`config.mk`:
```
export PLATFORM = sky130hd
export DESIGN_NAME = s2p_link_controller
export DESIGN_NICKNAME = d
export VERILOG_FILES = /design/src/rtl/s2p_link_controller.sv
export SDC_FILE = /design/constraint.sdc
export NUM_CORES = 1
export LEC_CHECK = 0
export ABC_CLOCK_PERIOD_IN_PS = 2200
export CAP_MARGIN = 25
export CORE_MARGIN = 2
export CORE_UTILIZATION = 48
export DETAILED_ROUTE_END_ITERATION = 8
export PLACE_DENSITY = 0.79
export RECOVER_POWER = 50
export SLEW_MARGIN = 15
export SYNTH_ARGS = -nofsm -noshare
export SYNTH_HDL_FRONTEND = slang
export SYNTH_SLANG_ARGS = --single-unit
export TNS_END_PERCENT = 1
```
`constraint.sdc`:
```
create_clock -name clock -period 2.2 [get_ports clock]
set_input_delay 0.44 -clock clock [delete_from_list [all_inputs] [get_ports clock]]
set_output_delay 0.44 -clock clock [all_outputs]
set_load 0.05 [all_outputs]
```
`src/rtl/s2p_link_controller.sv`:
```
// Round-robin frame scheduler that serializes 15-bit words (plus a leading pad bit)
// onto the clock/data/reset link of a downstream 15-bit serial-to-parallel register.
module s2p_link_controller #(
  parameter int NUM_REQ     = 2,
  parameter int CLK_DIV     = 4,
  parameter int GAP_CYCLES  = 4,
  parameter int SYNC_CYCLES = 4
) (
  input  logic                   clock,
  input  logic                   reset,
  input  logic [NUM_REQ-1:0]     req_valid,
  input  logic [15*NUM_REQ-1:0]  req_data,
  output logic [NUM_REQ-1:0]     req_ready,
  output logic                   serial_clock_out,
  output logic                   serial_data_out,
  output logic                   link_reset,
  output logic                   busy,
  output logic [2:0]             grant_id,
  output logic                   frame_done
);

  localparam int PW = $clog2(CLK_DIV);
  localparam int GW = (GAP_CYCLES > 1) ? $clog2(GAP_CYCLES) : 1;
  localparam int SW = (SYNC_CYCLES > 1) ? $clog2(SYNC_CYCLES) : 1;
  localparam logic [PW-1:0] PH_LAST = PW'(CLK_DIV - 1);
  localparam logic [PW-1:0] PH_RISE = PW'(CLK_DIV / 2 - 1);
  localparam logic [GW-1:0] GAP_LAST = GW'(GAP_CYCLES - 1);
  localparam logic [SW-1:0] SYNC_LAST = SW'(SYNC_CYCLES - 1);

  typedef enum logic [1:0] {SYNC, IDLE, SHIFT, GAP} state_t;

  state_t          state;
  logic [2:0]      rr_ptr;
  logic [PW-1:0]   phase_cnt;
  logic [3:0]      bit_cnt;
  logic [GW-1:0]   gap_cnt;
  logic [SW-1:0]   sync_cnt;
  logic [14:0]     shreg;

  logic [2:0]      pick, pick_hi, pick_lo, next_ptr;
  logic            found_hi, any_valid;
  logic [14:0]     pick_word;

  // Arbitration: lowest valid index at/above the pointer, else lowest valid overall.
  always_comb begin
    pick_hi   = '0;
    pick_lo   = '0;
    found_hi  = 1'b0;
    for (int i = NUM_REQ - 1; i >= 0; i--) begin
      if (req_valid[i]) begin
        pick_lo = 3'(i);
        if (3'(i) >= rr_ptr) begin
          pick_hi  = 3'(i);
          found_hi = 1'b1;
        end
      end
    end
    pick     = found_hi ? pick_hi : pick_lo;
    next_ptr = (pick == 3'(NUM_REQ - 1)) ? 3'd0 : pick + 3'd1;
    pick_word = '0;
    for (int i = 0; i < NUM_REQ; i++) begin
      if (3'(i) == pick) pick_word = req_data[15*i +: 15];
    end
  end

  assign any_valid = |req_valid;

  // Control and registered link outputs.
  always_ff @(posedge clock) begin
    if (reset) begin
      state            <= SYNC;
      rr_ptr           <= '0;
      phase_cnt        <= '0;
      bit_cnt          <= '0;
      gap_cnt          <= '0;
      sync_cnt         <= '0;
      req_ready        <= '0;
      serial_clock_out <= 1'b0;
      serial_data_out  <= 1'b0;
      link_reset       <= 1'b1;
      busy             <= 1'b1;
      grant_id         <= '0;
      frame_done       <= 1'b0;
    end else begin
      req_ready  <= '0;
      frame_done <= 1'b0;
      case (state)
        SYNC: begin
          if (sync_cnt == SYNC_LAST) begin
            link_reset <= 1'b0;
            busy       <= 1'b0;
            state      <= IDLE;
          end else begin
            sync_cnt <= sync_cnt + SW'(1);
          end
        end
        IDLE: begin
          if (any_valid) begin
            req_ready        <= NUM_REQ'(1) << pick;
            grant_id         <= pick;
            rr_ptr           <= next_ptr;
            busy             <= 1'b1;
            bit_cnt          <= '0;
            phase_cnt        <= '0;
            serial_clock_out <= 1'b0;
            serial_data_out  <= 1'b0;  // pad bit leads every frame
            state            <= SHIFT;
          end
        end
        SHIFT: begin
          if (phase_cnt == PH_LAST) begin
            phase_cnt        <= '0;
            serial_clock_out <= 1'b0;
            if (bit_cnt == 4'd15) begin
              serial_data_out <= 1'b0;
              gap_cnt         <= '0;
              state           <= GAP;
            end else begin
              bit_cnt         <= bit_cnt + 4'd1;
              serial_data_out <= shreg[14];
            end
          end else begin
            phase_cnt <= phase_cnt + PW'(1);
            if (phase_cnt == PH_RISE) begin
              serial_clock_out <= 1'b1;
              if (bit_cnt == 4'd15) frame_done <= 1'b1;
            end
          end
        end
        GAP: begin
          if (gap_cnt == GAP_LAST) begin
            busy  <= 1'b0;
            state <= IDLE;
          end else begin
            gap_cnt <= gap_cnt + GW'(1);
          end
        end
        default: state <= SYNC;
      endcase
    end
  end

  // Word holding register: loaded on accept, shifted MSB-first at each bit boundary.
  always_ff @(posedge clock) begin
    if (state == IDLE && any_valid) begin
      shreg <= pick_word;
    end else if (state == SHIFT && phase_cnt == PH_LAST) begin
      shreg <= {shreg[13:0], 1'b0};
    end
  end

endmodule

```
======== After elaboration in Yosys (flattened, before gate mapping) ========
Index checks and enable logic that the tools add are counted.
Widths: inputs -> output; s select.
cells by class
  $add $sub $neg .......................... 5
  equality and inequality tests ........... 18
  shift operators ......................... 1
  bitwise logic cells ..................... 5
  order comparisons ....................... 2
  reduce and logical (&&, ||, !) cells .... 21
  muxes and demuxes ....................... 45
operator list
  cell                 number
  $mux 15              4
  $mux 2               10
  $mux 1               16
  $mux 3               5
  $ne 2x2->1 const B   7
  $mux 4               3
  $reduce_and 4->1     3
  $eq 2x2->1 const B   5
  $pmux 2 s2           2
  $pmux 2 s4           1
  $pmux 4 s2           1
  $reduce_and 2->1     4
  $add 2x1->2 const B  3
  $ge 1x3->1 const A   2
  $reduce_and 3->1     2
  $reduce_bool 2->1    3
  $not 1->1            5
  $reduce_and 5->1     1
  $add 4x1->4 const B  1
  $eq 2x1->1 const B   2
  $eq 4x4->1 const B   1
  $pmux 1 s2           2
  $reduce_or 4->1      1
  $add 3x1->3 const B  1
  other kinds (11)     12
word-level totals
  output and inout bits ................... 10
  register bits ........................... 40
  logic and storage cells ................. 111

======== Logic depth before layout (Yosys ltp) ========
  depth in word-level cells ............... 10
  depth in mapped cells ................... 8
  depth with buffers taken out ............ 6

======== Worst setup path after synthesis ========
No wires, ideal clock.
  path kind ............................... register to register
  start point ............................. reg state[1]
  end point ............................... reg shreg[0], enable pin
  cell stages (with the launch flop) ...... 7
  period minus slack after synthesis ...... 1846 ps
  data arrival time ....................... 1493 ps
  path slack .............................. 354 ps
  buffers on the path ..................... 2
  setup time .............................. 354 ps
  cell sequence ........................... dfxtp_1 inv_1 ha_1 buf_4 o21ai_1 buf_2 nand2_1
between the ends
  longest elaborated chain between the ends .. 3
  elaborated cells on any way between the ends .. 5
  classes of those cells .................. 2 x eq/ne; 3 x reduce/logical
RTL lines
  what                                         line      text
  start, declared                              32        state_t state;
  start signal, assigned                       71        state <= SYNC;
  start signal, assigned                       92        state <= IDLE;
  start signal, assigned                       107       state <= SHIFT;
  $eq 2x1->1 or $eq 2x2->1 (tied branches)     145, 147
  $logic_and 1x1->1, on equally long branches  145, 147
  $reduce_bool 2->1 (no source line) (*)       --
  end signal, assigned                         146       shreg <= pick_word;
  end signal, assigned                         148       shreg <= {shreg[13:0], 1'b0};
  end, declared                                38        logic [14:0] shreg;
Every way passes the cells marked *; elsewhere a longest branch is shown, timed or not.
A chain may end at the register's enable or synchronous reset.

======== Final worst setup path ========
  start point ............................. reg state[1]
  end point ............................... reg shreg[6], enable pin
Same word-level chain as after synthesis.

==> flow_summary.json <==
{
  "dp_hpwl_mm": 2.81,
  "reg2reg_from": "state[1]",
  "fp.dieH_um": 64.3,
  "holdCritStartpoint": "link_reset",
  "grt_max_degree": 18,
  "clockBufferDepth": 2,
  "worstSkewPairLatency_ps": 340,
  "max-cap-violations": 0,
  "drc": 0,
  "grt_pass1_wl_mm": 6.15,
  "core_sq_um": 3420,
  "ys_async_sr_fraction_pct": 0,
  "clock_skew_ps": 7.56,
  "grt_pass1_vias": 1374,
  "initial_core_util_pct": 51.2,
  "track_usage_pct": 19.4,
  "min_path_cells": 2,
  "grt_antenna_before_repair": 0,
  "yosys.area_share.simple_pct": 13.7,
  "start_kind": "flip-flop",
  "status": "complete, no violations",
  "ir_drop_uv": 367,
  "htreeDepth": 2,
  "drtAntennaViolNets": 0,
  "worst_hold_path.endpoint": "link_reset",
  "ys_types": 41,
  "hold_path_class": "reg -> reg",
  "slew_headroom_pct": 66.2,
  "finalPower_w": 0.00191,
  "slowest_stage": "dfxtp_1",
  "power_density_nw_per_um2": 850,
  "synth_flop_cell": "dfxtp_1",
  "p_leak_nw": 0.887,
  "syn_to_final_growth_pct": 28.6,
  "clock-root-buffer": "clkbuf_4",
  "dr.pass1.iters": 6,
  "r2r_cells": 6,
  "die_w_um": 64.3,
  "portBuffers": 41,
  "endpoint_kind": "flip-flop",
  "yosysSeqAreaShare_pct": 49.8,
  "gp_routability_congestion": 0.755,
  "worst_r2r_endpoint": "shreg[6]",
  "cts_tree": "done",
  "clkTransAtPathRegs_ps": 100,
  "die-area_sq_um": 4140,
  "synth_top_family_by_area": "compound AO/OA/AOI/OAI gates",
  "via_per_inst": 5.53,
  "fin_setup_tns_ps": 0,
  "synth_seq_cells": 36,
  "rsz0062_at_grt": "no",
  "drtIter0Drc": 152,
  "synth_edf_count": 15,
  "syn_area_sq_um": 1750,
  "io_pins": 44,
  "synthXorXnorAreaFrac_pct": 1.00,
  "crit_type": "reg -> reg",
  "cts_resized": 0,
  "drive_gt1_share_pct": 8.49,
  "postSynthAreaPerCell_sq_um": 10.5,
  "yosysWarningCount": 0,
  "path_delay_family": "buffers and inverters",
  "hold_viol": 0,
  "synth.area.mux_share_pct": 2.29,
  "vias": 1428,
  "drv_slew": 0,
  "rrSetupSlack_ps": 250,
  "drt-total-wl_mm": 3.76,
  "crit_top_cell": "clkbuf_2",
  "antenna_cells": 0,
  "clkSinkCount": 36,
  "overflow": 0,
  "numCtsBuffers": 5,
  "crit_chain": "inv_1 -> ha_1 -> o21ai_1 -> clkbuf_2 -> nand2_1 -> clkbuf_2",
  "final.period_utilization_pct": 88.8,
  "synth-compound-area-share_pct": 18.4,
  "synth_cells": 166,
  "worstPathRequired_ps": 2210,
  "wire_per_inst_um": 14.6,
  "setup_viol": 0,
  "hold-worst-slack_ps": 450,
  "path_buf_inv": 3,
  "synthAdderAreaFrac_pct": 7.16,
  "worst_slew_pin_slew_ps": 506,
  "cp_max_fo": 17,
  "cp.arrival_ps": 1960,
  "slowest_delay_ps": 370,
  "max_freq_ghz": 0.512,
  "fin_nets": 255,
  "rows": 21,
  "postCtsSetupBuffers": 0,
  "postCtsHoldBufs": 0,
  "min_period_ps": 1950
}
## kinds of logic (layout without fill, tap and decap cells)
family                     count (synthesis)  count (layout)
other                                      1               2
muxes                                      4               4
DFF                                       36              36
adders and majority gates                 10              10
AOI/OAI and AO/OA                         36              36
xor gates and xnor gates                   2               2
and+or+nand+nor                           47              47
buffers and inverters                     30              75
## sequential cells by signal (all words and copies together), names as in the netlist
register,flops
busy,1
sync_cnt,2
grant_id,1
state,2
frame_done,1
bit_cnt,4
serial_clock_out,1
serial_data_out,1
gap_cnt,2
rr_ptr,1
link_reset,1
req_ready,2
phase_cnt,2
shreg,15
## power breakdown
part	internal [W]	leakage, nW	switching [W]
Clock	0.000125	0.0293	0.000212
Sequential	0.000853	0.308	0.0000587
Combinational	0.000297	0.550	0.000366
## layout by cell type, fill, tap and decap left out, types with 2 or more instances in the layout
cell type        instances
nand2_1                 14
nor2_1                  11
clkbuf_4                 5
and3_1                   2
and2_1                   2
a21oi_1                  7
nand3_1                  5
clkbuf_1                 2
clkdlybuf4s50_1         40
a222oi_1                14
conb_1                   2
mux2i_1                  4
nor2b_1                  2
ha_1                    10
dfxtp_1                 21
xnor2_1                  2
inv_1                   21
buf_4                    3
a211oi_1                 2
clkbuf_2                 2
edfxtp_1                15
o21ai_0                  2
nor3_1                   3
## per-layer routing
layer  up-vias  global-route usage [%]  wire [um]
li1        698                       -          -
met1       681                    24.1       1640
met2        43                    32.4       1880
met3         6                    4.58        200
met4         0                    7.98         48
met5         -                       0          0
## cells in the mapped netlist (all sizes together), types with 3 or more instances
| master | number | area share [%] |
|---|---|---|
| dfxtp | 21 | 24 |
| o21ai | 3 | 0.86 |
| nand2 | 14 | 3.0 |
| mux2i | 4 | 2.3 |
| a222oi | 14 | 8.0 |
| nor3 | 3 | 0.86 |
| ha | 10 | 7.2 |
| nand3 | 5 | 1.4 |
| inv | 21 | 4.5 |
| edfxtp | 15 | 26 |
| a21oi | 8 | 2.7 |
| buf | 8 | 2.6 |
| nor2 | 11 | 2.4 |
## final cells by class
cell class / instances / area (sq um)
Multi-Input combinational cell: 101 / 748
Tap cell: 46 / 57.6
Fill cell: 285 / 1170
Timing Repair Buffer: 46 / 443
Inverter: 21 / 78.8
Clock buffer: 7 / 45.0
Sequential cell: 36 / 871
Clock inverter: 1 / 5.00
## stage by stage
step	setup slack (ps)	instances	area, sq um	utilization [%]
6_report	247	258	2250	65.8
5_1_grt	124	258	2250	65.8
4_1_cts	251	258	2260	66.1
3_5_place_dp	199	250	2210	64.6
3_3_place_gp	251	250	2210	64.6
2_1_floorplan	354	167	1750	-
## worst min-delay path: cells and delay by family, from the launching register on
family	cells	cell delay [ps]
flops	1	320
simple gates	2	90
## worst max-delay path by stage
stage	from	to	slack [ps]	cells past startpoint
after floorplan	state[1]	shreg[0]	350	6
after global placement	req_valid[1]	bit_cnt[1]	250	5
after detailed placement	req_valid[1]	bit_cnt[1]	200	5
after CTS	grant_id[0]	grant_id[0]	250	1
after global routing	state[1]	shreg[5]	120	6
final	state[1]	shreg[6]	250	6
(Power assumes the default switching activity.)
==> RTL change (config.mk and constraints unchanged) <==
Reset style: asynchronous (`reset`), changed in one clocked block.
--- a/src/rtl/s2p_link_controller.sv
+++ b/src/rtl/s2p_link_controller.sv
@@ -67,5 +67,5 @@
 
   // Control and registered link outputs.
-  always_ff @(posedge clock) begin
+  always_ff @(posedge clock or posedge reset) begin
     if (reset) begin
       state            <= SYNC;
Check against the original RTL: differs if reset is asserted again (counterexample within 10 cycles, from zero or initial values and one cycle with reset high); with reset held inactive, the same outputs for 10 cycles.
==> RTL change against the unedited design <==
  * Maximum frequency is 4.9% lower
  * Worst setup slack worse by 100 ps
  * Area after synthesis increased by 11%
  * Design area grew 10%
  * Critical path depth down 5
  * Sequential cell count unchanged
  * Critical path type is now register to primary output
  * Synthesized cell count shrank 3.0%
  * Routed wire length is 7.9% higher
Power is not compared: it rests on default switching activity, and its combinational part moved more than twofold at a synthesized area within 25%.
==> RTL change: results (changes against the unedited design) <==
Hold Path Origin=link_reset; post-synthesis async set-or-reset flop share=58.3% (+58 points); XOR/XNOR share of the synthesized area=0.453% (-0.55 points); adder-cell share of the synthesized area=6.47% (-0.69 points); WHS Endpoint=link_reset; Worst Hold Class=register to register; clk_skew=8.57 ps (+1.01 ps); routed wl met3=163 um (-19%); met2 routed wirelength=2090 um (+11%); Slew Limit Headroom=22.3% (-44 points); detailed-router iteration count before antenna repair=4 (-2); critical path startpoint=busy; fin nets=250 (-2.0%); DP Area=2410 um2 (+9.3%); EDFF count, synth=15 (unchanged); gpl congestion=0.776 (+2.8%); final WL=4060 um (+7.9%); global-route wire length before repair=6380 um (+3.6%); biggest regs=shreg: 15 flops, bit_cnt: 4 flops; register area share after synthesis=50.6% (+0.79 points); top cells by area, synth=dfrtp_1 25%, edfxtp_1 23%, a221o_1 7.2%; 1st-iter DRT viols=68 (-55%); worst r2r src=state[1]; Distinct cells, synth=46 (+12%); setup slack, reg-to-reg=170 ps (-80 ps); clk slew on worst S/H paths=70 ps (-30 ps); R2R cell count=5 (-1); largest net degree at the start of global routing=22 (+4); commonest cells in the synthesized netlist=19 x dfrtp_1, 18 x and3_1, 15 x edfxtp_1; worst flop-to-flop path endpoint=state[1]; share of layout cells above drive strength 1=11.1% (+2.6 points); Arr. time, crit path=1610 ps (-350 ps); drt via density=5.55 (+0.25%); slowest CP cell=clkdlybuf4s50_1; IO Port Bufs=41 (unchanged); DP HPWL=3050 um (+8.4%); Final Hold Viols=0 (unchanged); Setup WS pre-CTS=30.2 ps (-169 ps); run status=finished, final reports clean; critical path's largest stage delay=790 ps (+420 ps); root buf cell=clkbuf_8; top routing layer in use=met4; met1 WL=1750 um (+6.7%); number of global-route vias before repair=1,417 (+3.1%); Hold Path Stages=1 (-1)
[RTL change: cell types whose count changed in the layout (fill, tap and decap cells not counted), moves of 8 or more]
cell      change
a222oi_1     -14
and3_1       +16
nor2_1        -9
dfrtp_1      +19
a221o_1      +14
inv_1        -13
dfxtp_1      -21
nand2_1       -8
[RTL change: metrics by stage]
stage	power (mW)	instances	hold WS (ps)	utilization, %
6_report	3.00	257	481	62.8
4_1_cts	3.08	257	485	63.7
3_3_place_gp	2.46	249	462	61.2
5_1_grt	3.19	257	491	62.8
2_1_floorplan	2.14	162	415	-
3_5_place_dp	2.56	249	473	61.2
[RTL change: logic make-up after synthesis]
group | after synthesis
XOR/XNOR | 1
flip-flops | 36
AO/OA/AOI/OAI | 37
buffers and inverters | 19
adder cells (fa/ha/maj) | 10
AND/OR/NAND/NOR | 50
multiplexers | 7
other | 1
[RTL change: power by group]
group | switching, mW | total [mW] | internal (mW)
Combinational | 0.694 | 1.33 | 0.635
Clock | 0.234 | 0.519 | 0.286
Sequential | 0.132 | 1.15 | 1.02
Total | 1.06 | 3.00 | 1.94
[RTL change: routing by layer]
layer	GRT usage (%)	vias to the layer above
met1	22.2	686
li1	-	698
met4	9.18	0
met3	4.17	5
met5	0	-
met2	33.6	37
[RTL change: final cells by class]
| cell class | count | area, um2 |
|---|---|---|
| Fill cell | 288 | 1470 |
| Sequential cell | 36 | 978 |
| Multi-Input combinational cell | 107 | 843 |
| Timing Repair Buffer | 48 | 462 |
| Clock buffer | 8 | 100 |
| Tap cell | 50 | 62.6 |
| Inverter | 8 | 30.0 |
[RTL change: how the worst max path moves through the flow]
stage,endpoint,slack (ps)
floorplan,shreg[0],370
global placement,shreg[3],70
detailed placement,shreg[8],30
CTS,busy,130
global route,state[1],60
finish,busy,150
